## src/rtl/ras_spec_pkg.sv

```systemverilog
// Shared types and sizing helpers for the return-address stack and its
// pointer checkpoints.
package ras_spec_pkg;

  localparam int unsigned CVA6ConfigRASDepth = 32'd2;
  localparam int unsigned CVA6ConfigXlen     = 32'd32;

  // Sized for the largest legal DEPTH (64) so one struct serves every build.
  typedef struct packed {
    logic [5:0] tos;
    logic [6:0] count;
  } ras_ckpt_t;

  function automatic int unsigned ras_cnt_w(input int unsigned depth);
    return $clog2(depth + 32'd1);
  endfunction

  function automatic int unsigned ras_tos_w(input int unsigned depth);
    return (depth > 32'd1) ? $clog2(depth) : 32'd1;
  endfunction

  function automatic int unsigned ras_idx_w(input int unsigned nr_ckpt);
    return (nr_ckpt > 32'd1) ? $clog2(nr_ckpt) : 32'd1;
  endfunction

endpackage

```

## src/rtl/ras_ckpt_store.sv

```systemverilog
// Checkpoint slot array: one write port, one combinational read port, flush clear.
// The read returns the pre-write value, so a same-slot save/restore sees the old slot.
module ras_ckpt_store
  import ras_spec_pkg::*;
#(
  parameter int unsigned NR_CKPT = 32'd4,
  localparam int unsigned IW = ras_idx_w(NR_CKPT)
) (
  input  logic          clk_i,
  input  logic          rst_ni,
  input  logic          flush_i,
  input  logic          we_i,
  input  logic [IW-1:0] widx_i,
  input  ras_ckpt_t     wdata_i,
  input  logic [IW-1:0] ridx_i,
  output ras_ckpt_t     rdata_o
);

  ras_ckpt_t slot_q [NR_CKPT];
  ras_ckpt_t slot_d [NR_CKPT];

  always_comb begin
    slot_d = slot_q;
    if (flush_i) begin
      for (int i = 0; i < int'(NR_CKPT); i++) begin
        slot_d[i] = '0;
      end
    end else if (we_i && (32'(widx_i) < NR_CKPT)) begin
      slot_d[widx_i] = wdata_i;
    end else begin
      slot_d = slot_q;
    end
  end

  always_ff @(posedge clk_i or negedge rst_ni) begin
    if (!rst_ni) begin
      for (int i = 0; i < int'(NR_CKPT); i++) begin
        slot_q[i] <= '0;
      end
    end else begin
      slot_q <= slot_d;
    end
  end

  assign rdata_o = (32'(ridx_i) < NR_CKPT) ? slot_q[ridx_i] : '0;

endmodule

```

## src/rtl/ras_spec.sv

```systemverilog
// Circular return-address stack with saturating occupancy, overwrite-on-full
// and tos/count checkpoint save/restore for speculative recovery.
module ras_spec
  import ras_spec_pkg::*;
#(
  parameter int unsigned DEPTH   = CVA6ConfigRASDepth,
  parameter int unsigned VLEN    = CVA6ConfigXlen,
  parameter int unsigned NR_CKPT = 32'd4,
  localparam int unsigned IW = ras_idx_w(NR_CKPT),
  localparam int unsigned CW = ras_cnt_w(DEPTH),
  localparam int unsigned TW = ras_tos_w(DEPTH)
) (
  input  logic            clk_i,
  input  logic            rst_ni,
  input  logic            flush_i,
  input  logic            push_i,
  input  logic [VLEN-1:0] addr_i,
  input  logic            pop_i,
  input  logic            ckpt_save_i,
  input  logic [IW-1:0]   ckpt_sidx_i,
  input  logic            ckpt_restore_i,
  input  logic [IW-1:0]   ckpt_ridx_i,
  output logic [VLEN-1:0] top_o,
  output logic            top_valid_o,
  output logic [CW-1:0]   count_o,
  output logic            overflow_o
);

  logic [TW-1:0]   tos_q, tos_d, tos_inc, tos_dec;
  logic [CW-1:0]   count_q, count_d;
  logic            ovf_q, ovf_d;
  logic [VLEN-1:0] entry_q [DEPTH];
  logic [VLEN-1:0] entry_d [DEPTH];
  ras_ckpt_t       ckpt_wdata, ckpt_rdata;
  logic            full, empty;

  assign tos_inc = (tos_q == TW'(DEPTH - 32'd1)) ? '0 : tos_q + TW'(1);
  assign tos_dec = (tos_q == '0) ? TW'(DEPTH - 32'd1) : tos_q - TW'(1);
  assign full    = (count_q == CW'(DEPTH));
  assign empty   = (count_q == '0);

  // Saves always see the registered state from before this cycle's update.
  assign ckpt_wdata = '{tos: 6'(tos_q), count: 7'(count_q)};

  ras_ckpt_store #(.NR_CKPT(NR_CKPT)) u_ckpt_store (
    .clk_i   (clk_i),
    .rst_ni  (rst_ni),
    .flush_i (flush_i),
    .we_i    (ckpt_save_i),
    .widx_i  (ckpt_sidx_i),
    .wdata_i (ckpt_wdata),
    .ridx_i  (ckpt_ridx_i),
    .rdata_o (ckpt_rdata)
  );

  always_comb begin
    tos_d   = tos_q;
    count_d = count_q;
    ovf_d   = 1'b0;
    entry_d = entry_q;
    if (flush_i) begin
      tos_d   = '0;
      count_d = '0;
    end else if (ckpt_restore_i) begin
      tos_d   = TW'(ckpt_rdata.tos);
      count_d = CW'(ckpt_rdata.count);
    end else if (push_i && pop_i && !empty) begin
      entry_d[tos_q] = addr_i;
    end else if (push_i) begin
      tos_d            = tos_inc;
      entry_d[tos_inc] = addr_i;
      if (full) begin
        ovf_d = 1'b1;
      end else begin
        count_d = count_q + CW'(1);
      end
    end else if (pop_i && !empty) begin
      tos_d   = tos_dec;
      count_d = count_q - CW'(1);
    end else begin
      tos_d = tos_q;
    end
  end

  always_ff @(posedge clk_i or negedge rst_ni) begin
    if (!rst_ni) begin
      tos_q   <= '0;
      count_q <= '0;
      ovf_q   <= 1'b0;
      for (int i = 0; i < int'(DEPTH); i++) begin
        entry_q[i] <= '0;
      end
    end else begin
      tos_q   <= tos_d;
      count_q <= count_d;
      ovf_q   <= ovf_d;
      entry_q <= entry_d;
    end
  end

  assign top_o       = entry_q[tos_q];
  assign top_valid_o = !empty;
  assign count_o     = count_q;
  assign overflow_o  = ovf_q;

endmodule
```

## config.mk

```make
export PLATFORM = sky130hd
export DESIGN_NAME = ras_spec
export DESIGN_NICKNAME = d
export VERILOG_FILES = /design/src/rtl/ras_spec_pkg.sv /design/src/rtl/ras_ckpt_store.sv /design/src/rtl/ras_spec.sv
export SDC_FILE = /design/constraint.sdc
export NUM_CORES = 1
export LEC_CHECK = 0
export ABC_AREA = 1
export CORE_ASPECT_RATIO = 2
export CORE_MARGIN = 2
export CORE_UTILIZATION = 50
export DETAILED_ROUTE_END_ITERATION = 8
export GPL_TIMING_DRIVEN = 0
export PLACE_DENSITY = 0.78
export SLEW_MARGIN = 25
export SYNTH_ARGS = -nofsm -noshare
export SYNTH_HDL_FRONTEND = slang
export SYNTH_SLANG_ARGS = --single-unit
```

## constraint.sdc

```tcl
create_clock -name clk_i -period 2.3 [get_ports clk_i]
set_input_delay 0.575 -clock clk_i [delete_from_list [all_inputs] [get_ports clk_i]]
set_output_delay 0.575 -clock clk_i [all_outputs]
set_load 0.05 [all_outputs]
```

==> results by stage <==
Synthesis:
- After Yosys synthesis, XOR and XNOR cells account for 0% of the synthesized area.
- The average instance area after synthesis is 7.60 um2.
- After Yosys synthesis, full adders, half adders and majority gates account for 0% of the synthesized area.
- Synthesis produced a netlist with a net count of 547.
- The unique cell type count in the Yosys netlist is 20.
- Yosys printed 0 warnings.
- The share of cell area taken by muxes after synthesis is 0%.
- The sequential share of the synthesized area is 52.2%.
- Summing the areas of all compound-gate instances in the mapped netlist gives between 2 and 2.5% of the synthesized area.
- The synthesized netlist devotes 39.3% of its cell area to simple gates.
- The main combinational cell family by area after synthesis is simple AND/OR/NAND/NOR gates.
- The count of mapped cells out of synthesis is 504.
- Synthesis inferred 80 register bits.
- The cell area that synthesis handed to floorplanning was 3830 um2.

Die:
- The number of rows in the core area is 45.
- For this configuration, the core starts out at a cell density of 51.2%.
- The die is between 100 and 150 um tall.
- The number of top-level design ports is 79.
- Measured along the x axis, the die boundary spans 65.9 um.
- The region available for standard cell placement spans around 7500 um2.
- The floorplan step defined a die boundary enclosing around 8400 um2.

Worst setup path:
- The kind of end point of the critical path is an output pin.
- The signal on the critical path passes through buf_2 -> inv_2 -> clkbuf_4 -> nand2_1 -> nand2_1 -> buf_2.
- The critical path is of the flip-flop to output pin type.
- STA classifies the critical path startpoint as a flip-flop.
- The cell depth of the worst setup path is 6.
- Among cell families on the critical path, the largest total delay comes from buffers and inverters.
- The largest individual stage delay along the critical path comes from the cell sky130_fd_sc_hd__dfrtp_1.
- The sum of buffers and inverters on the critical path is 4.
- The data arrival time of the critical path is 1.64 ns.
- Of all nets on the critical path, the largest fanout is 10.
- The maximum cell stage delay along the critical path is between 0.3 and 0.4 ns.
- For the worst flop-to-flop path, the logic depth is 8.
- The data required time at the worst endpoint is between 1.5 and 2 ns.

Detailed routing:
- The post-detailed-route via-to-cell ratio is 5.20.
- In the routed design, unresolved DRC markers number 0.
- The overall via count from detail_route is 3601.
- The count of antenna-violating nets left after detailed routing is 0.
- The detailed-route wire length per cell is 13.4 um.
- The first-pass detailed-route iteration total is 4.
- The detailed router's first-iteration violation count is between 200 and 250.
- The final layout contains routed wiring with a total length of 9240 um.

CTS:
- The clock tree root buffer cell is sky130_fd_sc_hd__clkbuf_16.
- After clock tree synthesis, the clock-pin slew on the worst setup and hold paths is 0.06 ns.
- The number of buffers added to fix hold violations after cts is 0.
- Counting every sink on the clock net gives 80.
- The H-tree depth is 3.
- Counting along the longest clock path gives a buffer depth of 2.
- The clock latency on the worst-skew pair is 0.33 ns.
- The setup fix buffers added after clock tree synthesis is 0.
- The number of buffers inserted during clock tree synthesis is 9.
- The TritonCTS clock tree is done.

Placed design:
- The count of buffers added on input and output ports is 77.
- In this run the cell area measured after placement is 4750 um2.
- The worst-case setup slack after placement is -0.347 ns.
- The count of placed standard cells including taps is 676.
- The sum of net half-perimeters after detailed placement is 6300 um.
- The final RePlAce weighted congestion is roughly 0.83.

STA:
- The largest clock skew in the final design is 0.00280 ns.
- Measured against its own limit, the worst slew margin works out to 66.8%.
- The count of final max-slew check failures is 0.
- The total count of hold-check failures in the final report was 0.
- The slew at the pin with the worst max-slew slack is 0.497 ns.
- Subtracting the final worst setup slack from the clock period gives 2.22 ns.
- The final-report setup violation count is 0.
- Based on the critical path, the design can be clocked at up to 451 MHz.
- Once routing completed, OpenROAD measured the worst setup slack at 0.0847 ns.
- After layout, the worst path uses between 90% and 100% of the clock period.
- The worst hold slack is 0.192 ns.

Finish:
- The number of diodes added for antenna fixing is 0.
- The non-filler instance count after layout is 692.
- In the final design database the tool counted 636 nets.
- The final non-filler cell area is 4890 um2.
- The post-route netlist has about an eighth of its cells at a drive strength greater than 1.
- The library cell used most frequently in the layout, excluding fill and tap cells, is sky130_fd_sc_hd__nand2_1.
- Leaving out fill and tap cells, the most frequent cells in the layout are 252 x sky130_fd_sc_hd__nand2_1, 93 x sky130_fd_sc_hd__nand3_1, 80 x sky130_fd_sc_hd__dfrtp_1, 42 x sky130_fd_sc_hd__clkdlybuf4s50_1, 33 x sky130_fd_sc_hd__buf_2.
- The area growth from synthesis to layout is 27.7%.

GRT:
- The number of global-route vias before repair was ~3300.
- The initial antenna violation count is 0.
- Global routing finished with a remaining overflow of 0.
- The first global-routing pass estimated 15700 um of wire.
- The global-route usage over all layers is 23.9%.
- Entering global routing, the biggest net connects 48 pins.

Power and ir drop:
- For this design the ratio of total power to cell area is 990 nW/um2.
- For this design the static power due to leakage is 0.00268 uW.
- The maximum vdd ir drop is a little over 0.0006 V.

Job:
- Across the run, the number of max-cap violations was 0.

Hold path:
- The min-delay analysis places its worst path in the category primary input to asynchronous set/reset pin.

Run status:
- The flow ran to the end, and the final reports show no timing, DRC or antenna violations.
## registers in the layout, indices dropped and copies added (netlist names)
register,cells
u_ckpt_store.slot_q,12
overflow_o,1
entry_q,64
count_o,2
tos_q,1
## cell families (layout without fill, tap and decap cells)
kind of cell	after synthesis	after routing
AOI/OAI and AO/OA	18	18
DFF	80	80
buffers and inverters	46	140
and+or+nand+nor	360	360
## area by class of cell
type                            count  area (um2)
Clock buffer                       16         262
Multi-Input combinational cell    378        1600
Tap cell                           94         118
Buffer                             28         176
Sequential cell                    80        2000
Inverter                           18        70.1
Fill cell                         705        2590
Timing Repair Buffer               78         667
## where the power goes
part           total [uW]  internal (uW)  switching [uW]  leakage [uW]
Sequential           1900           1730             171       0.00102
Clock                1280            763             515      0.000125
Combinational        1660            478            1190       0.00153
Total                4840           2970            1870       0.00268
## through the flow
stage | total power [uW] | TNS (ns) | utilization, %
after floorplan | 3120 | 0 | -
after global placement | 3680 | -182.06 | 63.0
after detailed placement | 3720 | -9.32 | 63.4
after CTS | 4890 | -0.0743 | 65.9
after global routing | 5120 | -0.00310 | 65.3
final | 4840 | 0 | 65.3
## timing repair
| action | CTS | global route |
|---|---|---|
| gates resized for setup | 141 | 36 |
| gates cloned | 0 | 0 |
| setup endpoints to repair | 33 | 28 |
## synth_stat cells
master                       n  area, um2
sky130_fd_sc_hd__inv_1      13       48.8
sky130_fd_sc_hd__buf_4       5       37.5
sky130_fd_sc_hd__o211ai_1    1       7.51
sky130_fd_sc_hd__nand2_2     2       12.5
sky130_fd_sc_hd__nand3_1    93        465
sky130_fd_sc_hd__inv_4       1       6.26
sky130_fd_sc_hd__o21ai_0    15       75.1
sky130_fd_sc_hd__nor2_2      1       6.26
sky130_fd_sc_hd__nor2_8      1       20.0
sky130_fd_sc_hd__nor2_1      9       33.8
sky130_fd_sc_hd__inv_2       3       11.3
sky130_fd_sc_hd__nand2_1   252        946
sky130_fd_sc_hd__buf_6       3       33.8
sky130_fd_sc_hd__clkinv_1    1       3.75
sky130_fd_sc_hd__buf_2      12       60.1
sky130_fd_sc_hd__clkbuf_1    7       26.3
sky130_fd_sc_hd__nand2_4     2       22.5
sky130_fd_sc_hd__a21oi_1     2       10.0
sky130_fd_sc_hd__dfrtp_1    80       2000
sky130_fd_sc_hd__buf_1       1       3.75
## metal layers
| layer | up-vias | track usage (%) | part of all wire, % |
|---|---|---|---|
| met5 | - | 0 | 0 |
| met4 | 0 | 7.72 | 1.3 |
| met3 | 9 | 5.36 | 6.0 |
| met2 | 107 | 37.8 | 50 |
| met1 | 1702 | 32.4 | 43 |
| li1 | 1783 | - | - |
## worst paths after layout
path,startpoint,end,slack [ns]
setup / recovery,tos_q,top_o[6],0.08
hold / removal,rst_ni,u_ckpt_store.slot_q[14],0.19
setup reg to reg,count_o[0],entry_q[23],0.82
hold reg to reg,entry_q[3],entry_q[3],0.47
max in group asynchronous,rst_ni,entry_q[57],1.52
min in group clk_i,entry_q[3],entry_q[3],0.47
## worst reg2reg max path, delay by kind of cell (launching register included)
family	cells	cell delay [ns]
and+or+nand+nor	7	0.70
buffers and inverters	1	0.20
DFF	1	0.47
Note: power is estimated with default switching activity, not from simulation.
